### config.mk
export PLATFORM = sky130hd
export DESIGN_NAME = ifetch
export DESIGN_NICKNAME = d
export VERILOG_FILES = /design/src/rtl/ifetch.sv
export SDC_FILE = /design/constraint.sdc
export NUM_CORES = 1
export LEC_CHECK = 0
export CAP_MARGIN = 10
export CORE_MARGIN = 2
export CORE_UTILIZATION = 40
export DETAILED_ROUTE_END_ITERATION = 6
export PLACE_DENSITY = 0.63
export SYNTH_ARGS = -nofsm -noshare
export SYNTH_HDL_FRONTEND = slang
export SYNTH_SLANG_ARGS = --single-unit
### constraint.sdc
create_clock -name clk -period 3.48 [get_ports clk]
set_input_delay 1.044 -clock clk [delete_from_list [all_inputs] [get_ports clk]]
set_output_delay 1.044 -clock clk [all_outputs]
set_load 0.1 [all_outputs]
### src/rtl/ifetch.sv
// Instruction fetch front end: PC, ROM read port and a
// two-entry {pc, data} skid buffer feeding decode.
module ifetch #(
  parameter int ADDR_W = 16,
  parameter int DATA_W = 32,
  parameter logic [ADDR_W-1:0] RESET_PC = '0
) (
  input  logic              clk,
  input  logic              rst_n,
  input  logic              fetch_en,
  input  logic              redirect_valid,
  input  logic [ADDR_W-1:0] redirect_pc,
  output logic [ADDR_W-1:0] rom_addr,
  output logic              rom_read,
  output logic              rom_en,
  input  logic [DATA_W-1:0] rom_data,
  output logic              inst_valid,
  input  logic              inst_ready,
  output logic [DATA_W-1:0] inst_data,
  output logic [ADDR_W-1:0] inst_pc
);

  typedef enum logic {
    IDLE,
    RUN
  } st_t;

  typedef struct packed {
    logic [ADDR_W-1:0] pc;
    logic [DATA_W-1:0] data;
  } ent_t;

  st_t               st;
  logic [ADDR_W-1:0] pc;
  logic [1:0]        count;
  ent_t              e0;
  ent_t              e1;
  ent_t              wr;
  logic              pop;
  logic              issue;
  logic              full;

  assign full  = (count == 2'd2);
  assign pop   = inst_valid && inst_ready && !redirect_valid;
  assign issue = rst_n && (st == RUN) && fetch_en
                 && !redirect_valid && (!full || pop);

  assign rom_addr = pc;
  assign rom_read = issue;
  assign rom_en   = issue;

  // ROM bus floats when not enabled; only pass it on when issuing.
  assign wr = issue ? {pc, rom_data} : '0;

  assign inst_valid = (count != 2'd0);
  assign inst_data  = e0.data;
  assign inst_pc    = e0.pc;

  always_ff @(posedge clk) begin
    if (!rst_n) begin
      st    <= IDLE;
      pc    <= RESET_PC;
      count <= 2'd0;
      e0    <= '0;
      e1    <= '0;
    end else begin
      unique case (st)
        IDLE: if (fetch_en) st <= RUN;
        RUN:  if (!fetch_en) st <= IDLE;
        default: st <= IDLE;
      endcase
      if (redirect_valid) begin
        pc    <= redirect_pc;
        count <= 2'd0;
      end else begin
        if (issue) pc <= pc + 1'b1;
        unique case ({pop, issue})
          2'b01: begin
            if (count == 2'd0) e0 <= wr;
            else e1 <= wr;
            count <= count + 2'd1;
          end
          2'b10: begin
            e0    <= e1;
            count <= count - 2'd1;
          end
          2'b11: begin
            if (count == 2'd1) begin
              e0 <= wr;
            end else begin
              e0 <= e1;
              e1 <= wr;
            end
          end
          default: ;
        endcase
      end
    end
  end

endmodule

==> Flow_metrics.wiki, run 1 <==
{| class="wikitable"
! Metric !! Value
|-
| Number of vias after detailed routing || 5028
|-
| Relative max-transition margin || 0.554
|-
| Setup slack of the most critical reg-to-reg path || 830 ps
|-
| Post-placement setup slack || 102 ps
|-
| Period utilization || 0.953
|-
| TritonCTS Buffers || 17
|-
| Pin slew with the least headroom to its limit || 669 ps
|-
| Path category of the worst min-delay check || reg2reg
|-
| Half-perimeter wire length after placement || 9670 µm
|-
| Share of the synthesized area in compound gates (AO/OA/AOI/OAI) || 0.290
|-
| Data arrival, critical path || 2270 ps
|-
| Initial Util || 0.405
|-
| Final Worst Setup Slack || 164 ps
|-
| Final nets || 756
|-
| Required time at the worst-slack endpoint || 2440 ps
|-
| Final critical-path required period || 3320 ps
|-
| Count of buffers from port buffering || 119
|-
| Simple-gate portion of the synthesized area || 0.156
|-
| DRT Pass-1 Iters || 5
|-
| Number of setup buffers added after CTS || 0
|-
| Result of the run || complete, no violations
|-
| Fraction of final layout cells sized beyond drive strength 1 || 0.183
|-
| Wire length of the first global-routing pass || 24100 µm
|-
| Max clock buf depth || 2
|-
| Pin count of the biggest net entering global routing || 73
|-
| Share of the synthesized area in the top cell type || 0.456
|-
| # resized after CTS || 0
|-
| Sequential element share of the synthesized area || 0.456
|-
| Final Hold Vio Count || 0
|-
| Adder-cell share of the synthesized area || 0.0198
|-
| Skew-Pair Late Insertion Delay || 420 ps
|-
| Final Skew || 8.01 ps
|-
| CTS Hold Buffers Added || 0
|-
| Per-instance average area after synthesis || 8.44 µm²
|-
| Number of cells on the worst hold path || 2
|-
| Area grow syn2layout || 36.4%
|-
| Setup TNS || 0 ps
|-
| Sinks on Clock Net || 115
|-
| Via count of the first global-routing pass || 4674
|-
| Most common flop cell mapped by yosys || dfxtp_1
|-
| Number of rows in the core area || 41
|-
| Setup repair after global routing missed its margin || false
|-
| Final setup vio count || 0
|-
| Remaining Overflow, GRT || 0
|-
| Max-cap violations || 0
|-
| Ordered list of cells on the worst path || clkdlybuf4s50_1 > nand4b_4 > a21oi_4 > buf_12
|-
| Post-route ant nets || 0
|-
| Maximum operating frequency || 302 MHz
|-
| Area contributors post-synth || dfxtp_1 46%, a21oi_1 10%, a32oi_1 8.3%
|-
| Count of inserted antenna diode cells || 0
|-
| Leak Pwr || 0.00250 µW
|-
| Main combinational cell family by area after synthesis || compound AO/OA/AOI/OAI gates
|-
| Async SR Flop Fraction || 0
|-
| Placer Congestion || 0.813
|-
| Cell Pwr Density || 500 mW/mm²
|-
| Max stage delay cell, worst path || clkdlybuf4s50_1
|-
| Worst reg2reg path depth || 10
|-
| Multiplexer fraction of the synthesized cell area || 0.0129
|-
| Xor and xnor area share after synthesis || 0.00521
|-
| Die Y || 116 µm
|-
| CTS tree || built
|-
| Mean number of vias per cell || 5.73
|-
| Register bit total from synthesis || 115
|-
| Filler Cells Inserted || 1150
|-
| CTS Root Buffer Type || clkbuf_16
|-
| Yosys warnings || 0
|-
| Number of flops mapped to enable cells by yosys || 0
|-
| Cell count after synthesis || 598
|-
| Total nets after synthesis || 659
|-
| Average wire per standard cell || 17.7 µm
|-
| Critical path class || in2out
|-
| Total Wirelength || 15500 µm
|-
| Max IR drop VDD || 319 µV
|-
| CP delay by family, top || buffers and inverters
|-
| Clock-pin transition on the worst setup and hold timing paths || 50 ps
|-
| Distinct cells, synth || 53
|-
| Cell taking the most area after synthesis || dfxtp_1
|-
| Kind of launch point of the worst setup path || primary input
|-
| Commonest cells after routing, fill and taps aside || 115 x dfxtp_1, 103 x a21oi_1, 79 x buf_4
|-
| Overall die width || 116 µm
|-
| Number of antenna violations at the first check in global routing || 0
|-
| Count of buffering cells on the critical path with inverters included || 2
|-
| Synthesized cell area || 0.00505 mm²
|-
| Full die area || 0.0135 mm²
|-
| Peak per-stage delay on the critical path || 540 ps
|-
| Critical path fanouts, max || 7
|-
| Max Slew Vio Count || 0
|-
| Number of H-tree levels || 4
|-
| Critical path endpoint category || output port
|-
| Remaining routing DRC violations || 0
|-
| Worst path depth || 4
|-
| Core ar. || 0.0125 mm²
|-
| Number of ports placed on the die boundary || 120
|-
| Total global routing track utilization || 0.228
|-
| Most common library cell in the layout ignoring fill and taps || dfxtp_1
|-
| Detailed router's first-iteration violation count || 417
|}
per-stage QoR:
step | utilization | cell area, µm² | total power [µW] | std cells | hold slack, ps
final | 0.552 | 6880 | 3440 | 878 | 449
after global routing | 0.552 | 6880 | 3540 | 878 | 461
after CTS | 0.552 | 6880 | 3460 | 878 | 450
after detailed placement | 0.506 | 6310 | 1760 | 848 | 443
after global placement | 0.506 | 6310 | 1760 | 848 | 438
after floorplan | - | 5050 | 1620 | 598 | 432
Yosys cell counts (all sizes together), types with 2 or more instances:
library cell	n
and3	5
nor2b	4
xor2	2
a211oi	2
buf	20
mux2i	2
nand4b	2
and2	3
nand2	63
nor2	3
or3	3
o31ai	2
dfxtp	115
o21ai	57
a41oi	3
nand3	58
nor3	2
nand2b	2
a22oi	2
mux2	4
o21a	3
ha	8
clkbuf	41
a32oi	48
o31a	2
nand4	4
inv	12
and4	3
a31oi	3
a21oi	104
sequential cells by signal, summed over array words and instances, names as in the netlist:
register   cells
rom_addr      16
count          2
inst_data     32
e1            48
inst_pc       16
st             1
where the power goes:
group          leakage [µW]  internal (µW)  switching [µW]
clock              0.000283           1120             583
sequential         0.000931           1340            32.2
combinational       0.00129            114             254
worst reg2reg max path, delay by kind of cell (launching register included):
kind / cells / cell delay (ps)
flops: 1 / 380
simple gates: 2 / 460
buf+inv: 3 / 550
compound gates: 3 / 640
fa+ha+maj: 2 / 540
area by class of cell:
class | count | area, µm² | share of cell area
tap | 172 | 215 | 0.0313
clock inverter | 5 | 75.1 | 0.0109
timing repair buffer | 139 | 1270 | 0.184
clock buffer | 25 | 495 | 0.0720
sequential | 115 | 2300 | 0.334
multi-input combinational | 409 | 2480 | 0.360
inverter | 13 | 48.8 | 0.00709
final timing paths:
check	startpoint	endpoint
setup reg to reg	count[0]$_SDFFE_PP0P_	inst_pc[10]$_SDFFE_PN0P_
hold / removal	e1[10]$_SDFFE_PN0P_	e1[10]$_SDFFE_PN0P_
hold reg to reg	e1[10]$_SDFFE_PN0P_	e1[10]$_SDFFE_PN0P_
setup / recovery	fetch_en	rom_en
layer usage:
layer / wire, µm / vias up / global-route usage
met5: 0 / - / 0
met4: 227 / 0 / 0.0786
met3: 1080 / 28 / 0.0695
met2: 7140 / 197 / 0.357
met1: 7090 / 2390 / 0.301
li1: - / 2413 / -
cell families (layout without fill, tap and decap cells):
logic type                 count (synthesis)  in the layout
xor gates and xnor gates                   3              3
muxes                                      6              6
and+or+nand+nor                          157            157
adders and majority gates                  8              8
DFF                                      115            115
AOI/OAI and AO/OA                        235            235
buffers and inverters                     74            182
No activity file was read; power rests on OpenSTA's default activity.
==> run 2: changes to the inputs <==
- clock period: 3.48 -> 3.35 ns (I/O delays scaled with it)
==> Flow_metrics.wiki, run 2 (synthesis results as in run 1) <==
{| class="wikitable"
! Metric !! Value
|-
| Max reg flops || 48 (unchanged)
|-
| Kind of launch point of the worst setup path || primary input
|-
| Critical path fanouts, max || 8 (+1)
|-
| Max Slew Vio Count || 0 (unchanged)
|-
| Number of rows in the core area || 41 (unchanged)
|-
| Count of buffers from port buffering || 119 (unchanged)
|-
| Relative max-transition margin || 0.557 (+0.00323)
|-
| Half-perimeter wire length after placement || 9940 µm (+2.8%)
|-
| Average wire per standard cell || 17.5 µm (-1.3%)
|-
| Number of ports placed on the die boundary || 120 (unchanged)
|-
| Skew-Pair Late Insertion Delay || 420 ps (about the same)
|-
| Number of vias after detailed routing || 5081 (+1.1%)
|-
| Met2 track demand over resource || 0.373 (+0.0163)
|-
| Hold WS || 448 ps (-0.968 ps)
|-
| CTS Root Buffer Type || clkbuf_16
|-
| Design area || 0.00698 mm² (+1.3%)
|-
| DRT Pass-1 Iters || 5 (unchanged)
|-
| CTS Hold Buffers Added || 0 (unchanged)
|-
| Number of H-tree levels || 4 (unchanged)
|-
| Remaining routing DRC violations || 0 (unchanged)
|-
| Max clock buf depth || 2 (unchanged)
|-
| Number of antenna violations at the first check in global routing || 0 (unchanged)
|-
| CTS tree || built
|-
| Most common library cell in the layout ignoring fill and taps || dfxtp_1
|-
| # resized after CTS || 0 (unchanged)
|-
| Via count of the first global-routing pass || 4785 (+2.4%)
|-
| Total global routing track utilization || 0.233 (+0.00456)
|-
| Result of the run || complete, no violations
|-
| Clock-pin transition on the worst setup and hold timing paths || 50 ps (about the same)
|-
| Count of buffering cells on the critical path with inverters included || 2 (unchanged)
|-
| Leak Pwr || 0.00254 µW (+1.6%)
|-
| Pin count of the biggest net entering global routing || 97 (+33%)
|-
| GR Util met3 || 0.0576 (-0.0119)
|-
| Data arrival, critical path || 2240 ps (-30 ps)
|-
| Final Worst Setup Slack || 106 ps (-57.9 ps)
|-
| Final critical-path required period || 3240 ps
|-
| Path category of the worst min-delay check || reg2reg
|-
| Total Wirelength || 15500 µm (-0.49%)
|-
| Pin slew with the least headroom to its limit || 665 ps (-4.84 ps)
|-
| Remaining Overflow, GRT || 0 (unchanged)
|-
| Cell Pwr Density || 544 mW/mm² (+8.9%)
|-
| Filler Cells Inserted || 1107 (-3.7%)
|-
| Setup repair after global routing missed its margin || false
|-
| Fraction of final layout cells sized beyond drive strength 1 || 0.195 (+0.0122)
|-
| Area grow syn2layout || 38.3%
|-
| Number of setup buffers added after CTS || 0 (unchanged)
|-
| Critical path class || in2out
|-
| Final Skew || 7.21 ps (-0.804 ps)
|-
| Post-placement setup slack || -33.3 ps (-135 ps)
|-
| Utilization after layout || 0.560 (+0.00743)
|-
| CP delay by family, top || buffers and inverters
|-
| Critical path endpoint category || output port
|-
| Overall die width || 116 µm (unchanged)
|-
| Peak per-stage delay on the critical path || 480 ps (-60 ps)
|-
| Sinks on Clock Net || 115 (unchanged)
|-
| Final setup vio count || 0 (unchanged)
|-
| Met1 track demand over resource in global routing || 0.305 (+0.00361)
|-
| Maximum operating frequency || 308 MHz
|-
| Detailed router's first-iteration violation count || 348 (-17%)
|-
| TritonCTS Buffers || 17 (unchanged)
|-
| Max stage delay cell, worst path || clkdlybuf4s50_1
|-
| Mean number of vias per cell || 5.74 (+0.25%)
|-
| Period utilization || 0.968
|-
| Initial Util || 0.405 (unchanged)
|-
| Final Hold Vio Count || 0 (unchanged)
|-
| Ordered list of cells on the worst path || clkdlybuf4s50_1 > nand4b_4 > a21oi_4 > buf_12
|-
| Setup TNS || 0 ps (unchanged)
|-
| Core ar. || 0.0125 mm² (unchanged)
|-
| GRT busiest layer || met2
|-
| Required time at the worst-slack endpoint || 2340 ps (-100 ps)
|-
| Max-cap violations || 0 (unchanged)
|-
| Biggest register || e1
|-
| Placer Congestion || 0.834 (+2.6%)
|-
| Max IR drop VDD || 341 µV (+7.0%)
|-
| Die Y || 116 µm (unchanged)
|-
| Post-placement cell area || 0.00633 mm² (+0.20%)
|-
| Count of inserted antenna diode cells || 0 (unchanged)
|-
| Full die area || 0.0135 mm² (unchanged)
|-
| Final nets || 761 (+0.66%)
|-
| Post-route ant nets || 0 (unchanged)
|-
| Commonest cells after routing, fill and taps aside || 115 x dfxtp_1, 103 x a21oi_1, 86 x buf_4
|-
| Wire length of the first global-routing pass || 24600 µm (+2.2%)
|}
==> run 2: cell types whose count changed in the layout (fill, tap and decap cells not counted) <==
cell and delta:
buf_12 -2, buf_4 +7, bufinv_16 +3, clkbuf_1 -3
clkbuf_8 -3, clkinv_2 -1, clkinv_4 +2, clkinvlp_4 +4
==> run 2: worst paths after layout <==
kind                              end  slack (ps)                   from  depth (start not counted)
setup / recovery             rom_read         110         redirect_valid                          4
hold / removal    e1[25]$_SDFFE_PN0P_         450    e1[25]$_SDFFE_PN0P_                          2
setup reg to reg  e1[22]$_SDFFE_PN0P_         630  count[0]$_SDFFE_PP0P_                         10
hold reg to reg   e1[25]$_SDFFE_PN0P_         450    e1[25]$_SDFFE_PN0P_                          2
==> run 2: final cells by class <==
class                      count  area, µm²  area share
clock buffer                  19        443      0.0635
clock inverter                13        208      0.0298
inverter                      13       48.8     0.00699
multi-input combinational    409       2480       0.355
sequential                   115       2300       0.330
tap                          172        215      0.0308
timing repair buffer         144       1280       0.184
==> run 2: per-layer routing <==
| layer | up-vias | part of all wire |
|---|---|---|
| li1 | 2418 | - |
| met2 | 218 | 0.47 |
| met5 | - | 0 |
| met1 | 2422 | 0.44 |
| met4 | 0 | 0.017 |
| met3 | 23 | 0.069 |
==> run 2: worst register-to-register path, delay by kind of cell (launching register included) <==
family / cells / cell delay [ps]
AOI/OAI and AO/OA: 3 / 740
adders and majority gates: 2 / 540
and+or+nand+nor: 3 / 680
buffers and inverters: 2 / 300
DFF: 1 / 390
==> run 2: power by group <==
| group | internal, µW | total, µW | switching [µW] | leakage [µW] |
|---|---|---|---|---|
| sequential | 1390 | 1430 | 33.5 | 0.000931 |
| clock | 1340 | 1990 | 653 | 0.000305 |
| combinational | 119 | 382 | 263 | 0.00131 |
==> run 2: through the flow <==
| stage | power [µW] | cells |
|---|---|---|
| after global routing | 3910 | 885 |
| after global placement | 1830 | 853 |
| after floorplan | 1690 | 598 |
| after detailed placement | 1830 | 853 |
| after CTS | 3820 | 885 |
| final | 3800 | 885 |
